$ cat src/rtl/mux_scan_ctrl_pkg.sv
// mux_scan_ctrl_pkg: shared types and constants for the mux scan controller.
// Provides the FSM state encoding, the select range and the word width.
package mux_scan_ctrl_pkg;
    localparam int WORD_W = 8;
    localparam int SEL_W = 3;
    localparam logic [SEL_W-1:0] SEL_LAST = 3'd7;
    typedef enum logic [1:0] {
        IDLE = 2'd0,
        SCAN = 2'd1,
        DONE = 2'd2
    } state_t;
endpackage

$ cat src/rtl/mux_scan_ctrl_if.sv
// mux_scan_ctrl_if: bundle of the word handshake, mux drive and result signals.
// slave  - the controller: takes i_valid/i_word/i_abort/i_f, drives the o_* signals.
// master - the upstream/mux side: drives i_*, observes o_*.
interface mux_scan_ctrl_if;
    import mux_scan_ctrl_pkg::*;
    logic              i_valid;
    logic [WORD_W-1:0] i_word;
    logic              o_ready;
    logic              i_abort;
    logic [WORD_W-1:0] o_code;
    logic [SEL_W-1:0]  o_sel_code;
    logic              o_en;
    logic              i_f;
    logic [WORD_W-1:0] o_data;
    logic              o_data_valid;
    logic              o_err;
    logic              o_busy;
    modport slave (
        input  i_valid, i_word, i_abort, i_f,
        output o_ready, o_code, o_sel_code, o_en, o_data, o_data_valid, o_err, o_busy
    );
    modport master (
        output i_valid, i_word, i_abort, i_f,
        input  o_ready, o_code, o_sel_code, o_en, o_data, o_data_valid, o_err, o_busy
    );
endinterface

$ cat src/rtl/mux_scan_ctrl_bit_tick_counter.sv
// bit_tick_counter: counts 0..BIT_TICKS-1 and flags the terminal count.
// Ports: i_clk, i_rst (sync, active-high), i_clr (sync clear), o_tc (count at last tick).
module bit_tick_counter #(
    parameter int BIT_TICKS = 1,
    parameter int TICK_W = 8
) (
    input  logic i_clk,
    input  logic i_rst,
    input  logic i_clr,
    output logic o_tc
);
    // A BIT_TICKS of 0 behaves like 1: terminal count every cycle.
    localparam logic [TICK_W-1:0] LAST = TICK_W'(BIT_TICKS < 2 ? 0 : BIT_TICKS - 1);
    logic [TICK_W-1:0] count_q;
    assign o_tc = count_q == LAST;
    always_ff @(posedge i_clk) begin
        if (i_rst || i_clr) count_q <= '0;
        else count_q <= o_tc ? '0 : count_q + 1'b1;
    end
endmodule

$ cat src/rtl/mux_scan_ctrl.sv
// mux_scan_ctrl: drives an 8:1 mux through all selects and rebuilds the word from its output.
// Ports: i_clk, i_rst (sync, active-high), ctrl (slave modport: word handshake,
// abort, mux drive o_code/o_sel_code/o_en, mux return i_f, result o_data/o_data_valid/o_err, o_busy).
module mux_scan_ctrl
    import mux_scan_ctrl_pkg::*;
#(
    parameter int BIT_TICKS = 1,
    parameter int TICK_W = 8
) (
    input  logic           i_clk,
    input  logic           i_rst,
    mux_scan_ctrl_if.slave ctrl
);
    state_t            state_q;
    logic [WORD_W-1:0] code_q;
    logic [WORD_W-1:0] cap_q;
    logic [WORD_W-1:0] cap_d;
    logic [WORD_W-1:0] data_q;
    logic [SEL_W-1:0]  sel_q;
    logic              en_q;
    logic              dv_q;
    logic              err_q;
    logic              tick_clr;
    logic              tick_tc;
    // Counter only runs in SCAN; holding it clear elsewhere makes every scan start at tick 0.
    assign tick_clr = state_q != SCAN || ctrl.i_abort;
    bit_tick_counter #(
        .BIT_TICKS(BIT_TICKS),
        .TICK_W(TICK_W)
    ) u_tick (
        .i_clk(i_clk),
        .i_rst(i_rst),
        .i_clr(tick_clr),
        .o_tc(tick_tc)
    );
    // Capture with the current mux bit inserted, so the result can include bit 7 on the same edge.
    always_comb begin
        cap_d = cap_q;
        cap_d[sel_q] = ctrl.i_f;
    end
    always_ff @(posedge i_clk) begin
        if (i_rst) begin
            state_q <= IDLE;
            code_q  <= '0;
            cap_q   <= '0;
            data_q  <= '0;
            sel_q   <= '0;
            en_q    <= 1'b0;
            dv_q    <= 1'b0;
            err_q   <= 1'b0;
        end else begin
            case (state_q)
                IDLE: if (ctrl.i_valid) begin
                    code_q  <= ctrl.i_word;
                    cap_q   <= '0;
                    sel_q   <= '0;
                    en_q    <= 1'b1;
                    state_q <= SCAN;
                end
                SCAN: if (ctrl.i_abort) begin
                    sel_q   <= '0;
                    en_q    <= 1'b0;
                    state_q <= IDLE;
                end else if (tick_tc) begin
                    cap_q <= cap_d;
                    sel_q <= sel_q + 1'b1;
                    if (sel_q == SEL_LAST) begin
                        en_q    <= 1'b0;
                        data_q  <= cap_d;
                        err_q   <= cap_d != code_q;
                        dv_q    <= 1'b1;
                        state_q <= DONE;
                    end
                end
                DONE: begin
                    dv_q    <= 1'b0;
                    state_q <= IDLE;
                end
                default: state_q <= IDLE;
            endcase
        end
    end
    assign ctrl.o_ready      = state_q == IDLE;
    assign ctrl.o_busy       = state_q != IDLE;
    assign ctrl.o_code       = code_q;
    assign ctrl.o_sel_code   = sel_q;
    assign ctrl.o_en         = en_q;
    assign ctrl.o_data       = data_q;
    assign ctrl.o_data_valid = dv_q;
    assign ctrl.o_err        = err_q;
endmodule

$ cat src/flat_wrapper.sv
// flat-port wrapper written by rule: the top's interface ports become plain ports
module mux_scan_ctrl_flat import mux_scan_ctrl_pkg::*;
#(
    parameter int BIT_TICKS = 1,
    parameter int TICK_W = 8
)
  (i_clk, i_rst, ctrl_i_valid, ctrl_i_word, ctrl_i_abort, ctrl_i_f, ctrl_o_ready, ctrl_o_code, ctrl_o_sel_code, ctrl_o_en, ctrl_o_data, ctrl_o_data_valid, ctrl_o_err, ctrl_o_busy);
  mux_scan_ctrl_if ctrl_i ();
  input  logic i_clk;
  input  logic i_rst;
  input wire logic [$bits(ctrl_i.i_valid)-1:0] ctrl_i_valid;
  input wire logic [$bits(ctrl_i.i_word)-1:0] ctrl_i_word;
  input wire logic [$bits(ctrl_i.i_abort)-1:0] ctrl_i_abort;
  input wire logic [$bits(ctrl_i.i_f)-1:0] ctrl_i_f;
  output wire logic [$bits(ctrl_i.o_ready)-1:0] ctrl_o_ready;
  output wire logic [$bits(ctrl_i.o_code)-1:0] ctrl_o_code;
  output wire logic [$bits(ctrl_i.o_sel_code)-1:0] ctrl_o_sel_code;
  output wire logic [$bits(ctrl_i.o_en)-1:0] ctrl_o_en;
  output wire logic [$bits(ctrl_i.o_data)-1:0] ctrl_o_data;
  output wire logic [$bits(ctrl_i.o_data_valid)-1:0] ctrl_o_data_valid;
  output wire logic [$bits(ctrl_i.o_err)-1:0] ctrl_o_err;
  output wire logic [$bits(ctrl_i.o_busy)-1:0] ctrl_o_busy;
  assign ctrl_i.i_valid = ctrl_i_valid;
  assign ctrl_i.i_word = ctrl_i_word;
  assign ctrl_i.i_abort = ctrl_i_abort;
  assign ctrl_i.i_f = ctrl_i_f;
  assign ctrl_o_ready = ctrl_i.o_ready;
  assign ctrl_o_code = ctrl_i.o_code;
  assign ctrl_o_sel_code = ctrl_i.o_sel_code;
  assign ctrl_o_en = ctrl_i.o_en;
  assign ctrl_o_data = ctrl_i.o_data;
  assign ctrl_o_data_valid = ctrl_i.o_data_valid;
  assign ctrl_o_err = ctrl_i.o_err;
  assign ctrl_o_busy = ctrl_i.o_busy;
  mux_scan_ctrl #(.BIT_TICKS(BIT_TICKS), .TICK_W(TICK_W)) u_core (.i_clk(i_clk), .i_rst(i_rst), .ctrl(ctrl_i));
endmodule
$ cat config.mk
export PLATFORM = sky130hd
export DESIGN_NAME = mux_scan_ctrl_flat
export DESIGN_NICKNAME = d
export VERILOG_FILES = /design/src/rtl/mux_scan_ctrl_pkg.sv /design/src/rtl/mux_scan_ctrl_if.sv /design/src/rtl/mux_scan_ctrl_bit_tick_counter.sv /design/src/rtl/mux_scan_ctrl.sv /design/src/flat_wrapper.sv
export SDC_FILE = /design/constraint.sdc
export NUM_CORES = 1
export LEC_CHECK = 0
export ABC_AREA = 1
export CAP_MARGIN = 20
export CORE_MARGIN = 10
export CORE_UTILIZATION = 51
export CTS_BUF_LIST = sky130_fd_sc_hd__clkbuf_16
export DETAILED_ROUTE_END_ITERATION = 10
export PLACE_DENSITY_LB_ADDON = 0.15
export RECOVER_POWER = 25
export SLEW_MARGIN = 40
export SYNTH_ARGS = -nofsm -noshare
export SYNTH_HDL_FRONTEND = slang
export SYNTH_SLANG_ARGS = --single-unit
$ cat constraint.sdc
create_clock -name i_clk -period 1.51 [get_ports i_clk]
set_input_delay 0.151 -clock i_clk [delete_from_list [all_inputs] [get_ports i_clk]]
set_output_delay 0.151 -clock i_clk [all_outputs]
set_load 0.02 [all_outputs]
==> impl_metrics.env <==
export IMPL_cellInternalPower_mw=1.83
export IMPL_synth_net_count=295
export IMPL_cts_buffers=5
export IMPL_via_per_inst=5.15
export IMPL_dp_slack_ns=-0.101
export IMPL_fin_area_um2=2710
export IMPL_dr_pass1_iters=5
export IMPL_clock_path_buffers=2
export IMPL_seqPwrFrac_pct=45.5
export IMPL_cts_max_level=2
export IMPL_die_area_um2=6760
export IMPL_antennaDiodeCount=0
export IMPL_period_minus_slack_ns=1.48
export IMPL_min_delay_path_class="reg2reg"
export IMPL_p_leak_nw=1.17
export IMPL_syn_area_um2=1980
export IMPL_ant_nets=0
export IMPL_yosys_warnings=0
export IMPL_final_util_pct=72.9
export IMPL_ys_seq_area_share_pct=40.5
export IMPL_p_per_area_nw_per_um2=903
export IMPL_setup_tns_ns=0
export IMPL_setup_viol=0
export IMPL_cts_setup_buffers=0
export IMPL_ys_types=30
export IMPL_syn_inst=278
export IMPL_slew_viol_final=0
export IMPL_grt_pass1_wl_um=8530
export IMPL_swShare_pct=25.1
export IMPL_r2r_slack_ns=0.03
export IMPL_fin_ws_ns=0.0331
export IMPL_syn2layout_area_growth_pct=37.2
export IMPL_p_switching_uw=613
export IMPL_row_count=22
export IMPL_cts_tree="done"
export IMPL_io_pins=37
export IMPL_max_slew_margin_rel_pct=72.0
export IMPL_status="finished clean"
export IMPL_cts_sinks=40
export IMPL_drt_iter0_drc=165
export IMPL_ir_drop_v=0.00100
export IMPL_nets=356
export IMPL_root_buffer="clkbuf_16"
export IMPL_cp_end_kind="register"
export IMPL_portBuffers=36
export IMPL_core_region_area_um2=3720
export IMPL_ys_ff_latch=40
export IMPL_dp_final_hpwl_um=3780
export IMPL_max_freq_ghz=0.677
export IMPL_grt_max_degree=17
export IMPL_pwr_share_comb_pct=14.4
export IMPL_grt_pass1_vias=1895
export IMPL_cp_max_fo=3
export IMPL_ctsHoldBuffers=0
export IMPL_max_slew_worst_pin_slew_ns=0.419
export IMPL_maxCapViolCount=0
export IMPL_fin_crit_sh_pct=97.8
export IMPL_fin_skew_ns=0.00569
export IMPL_wl_per_cell_um=13.4
export IMPL_start_kind="register"
export IMPL_final_layout_size_suffix_gt1_share_pct=18.6
export IMPL_p_clk_share_pct=40.1
export IMPL_routed_wl_um=5180
export IMPL_path_class="reg2reg"
export IMPL_grtUsageTotal_pct=15.5
export IMPL_grt_overflow=0
export IMPL_syn_avg_cell_area_um2=7.11
export IMPL_required_ns=1.68
export IMPL_clkLatencyLatePin_ns=0.28
export IMPL_place_area_um2=2550
export IMPL_hold_violations=0
export IMPL_routabilityCongestion=0.890
export IMPL_remaining_drc_errors=0
export IMPL_rsz0062_at_grt="yes"
export IMPL_arrival_ns=1.65
export IMPL_die_y_um=82.2
export IMPL_die_w_um=82.2
export IMPL_whs_ns=0.473
export IMPL_antenna_found_initial=0
export IMPL_cts_clk_slew_worst_paths_ns=0.06
export IMPL_initial_utilization_pct=53.2
export IMPL_vias=1993
## layer usage
metal / wire, µm / track usage, % / up-vias
li1: - / - / 1038
met1: 2370 / 20.3 / 885
met2: 2380 / 24.9 / 64
met3: 390 / 4.10 / 6
met4: 38 / 3.23 / 0
met5: 0 / 0 / -
## power groups by stage
stage	Clock, mW	Combinational (mW)	Sequential (mW)
2_1_floorplan	0	0.177	1.16
4_1_cts	0.982	0.348	1.11
6_report	0.981	0.352	1.11
5_1_grt	1.03	0.391	1.12
3_5_place_dp	0	0.350	1.14
3_3_place_gp	0	0.346	1.14
## synth_stat cells
master,number,area share [%]
nand2_1,46,8.7
dfxtp_1,40,41
nand3_1,34,8.6
inv_1,30,5.7
a21oi_1,25,6.3
nor2_1,23,4.4
o21ai_0,21,5.3
inv_2,7,1.3
nand4_1,7,2.2
o21ai_1,7,1.8
a31oi_1,5,1.6
buf_2,4,1.0
ha_1,4,2.5
nor2_2,3,0.95
nor2_4,3,1.7
buf_6,2,1.1
clkbuf_1,2,0.38
nand2_2,2,0.63
nor3_1,2,0.51
a21oi_2,1,0.44
a21oi_4,1,0.82
a31o_2,1,0.44
buf_1,1,0.19
buf_4,1,0.38
clkinv_2,1,0.25
inv_4,1,0.32
nand2_4,1,0.57
nand3b_1,1,0.38
nor3b_1,1,0.38
xor2_1,1,0.44
## layout make-up
class | count | area, µm²
inverter | 39 | 154
clock inverter | 2 | 8.76
tap | 48 | 60.1
clock buffer | 5 | 125
timing repair buffer | 64 | 564
multi-input combinational | 189 | 995
sequential | 40 | 803
fill | 301 | 1010
## registers in the layout, summed over array words and instances, names as in the netlist
signal	cells
u_core.ctrl.o_en	1
u_core.ctrl.o_data_valid	1
u_core.ctrl.o_sel_code	3
u_core.state_q	2
u_core.cap_q	8
u_core.ctrl.o_err	1
u_core.u_tick.count_q	8
u_core.ctrl.o_code	8
u_core.ctrl.o_data	8
## timing repair
| item | CTS | global route |
|---|---|---|
| gates resized for setup | 7 | 12 |
| setup endpoints to repair | 6 | 14 |
| pin swaps | 0 | 2 |
| hold endpoints to repair | 0 | 0 |
## stage by stage
stage | total power, mW | std cells
floorplan | 1.34 | 278
global placement | 1.48 | 380
detailed placement | 1.49 | 380
CTS | 2.44 | 387
global route | 2.54 | 387
finish | 2.45 | 387
## logic make-up (layout without fill, tap and decap cells)
kind of cell | after synthesis | after routing | share of synthesized area, %
simple gates | 123 | 123 | 29.1
compound gates | 61 | 61 | 16.7
buf+inv | 49 | 110 | 10.7
flops | 40 | 40 | 40.5
fa+ha+maj | 4 | 4 | 2.53
xor+xnor | 1 | 1 | 0.443
## layout by cell type (no fill, tap or decap), drive strengths merged, types with 7 or more instances in the layout
master         count
nand4              7
nand2             49
clkdlybuf4s50     31
nand3             34
a21oi             27
inv               40
o21ai             28
buf               28
nor2              29
dfxtp             40
## final timing paths
check                                 start  cells after the start           endpoint
hold reg to reg             u_core.cap_q[5]                      2    u_core.cap_q[5]
setup / recovery  u_core.ctrl.o_sel_code[0]                     10  u_core.ctrl.o_err
setup reg to reg  u_core.ctrl.o_sel_code[0]                     10  u_core.ctrl.o_err
hold / removal              u_core.cap_q[5]                      2    u_core.cap_q[5]
## critical path, stage by stage (launching register included)
cell and delay [ns]:
dfxtp_2 0.33, ha_2 0.16, ha_1 0.14, inv_1 0.06, nor2_2 0.11, nand2_2 0.08, buf_4 0.16, a21oi_1 0.10
nand3_1 0.08, nor2_1 0.10, nor2_1 0.04
Note: power is estimated with default switching activity, not from simulation.
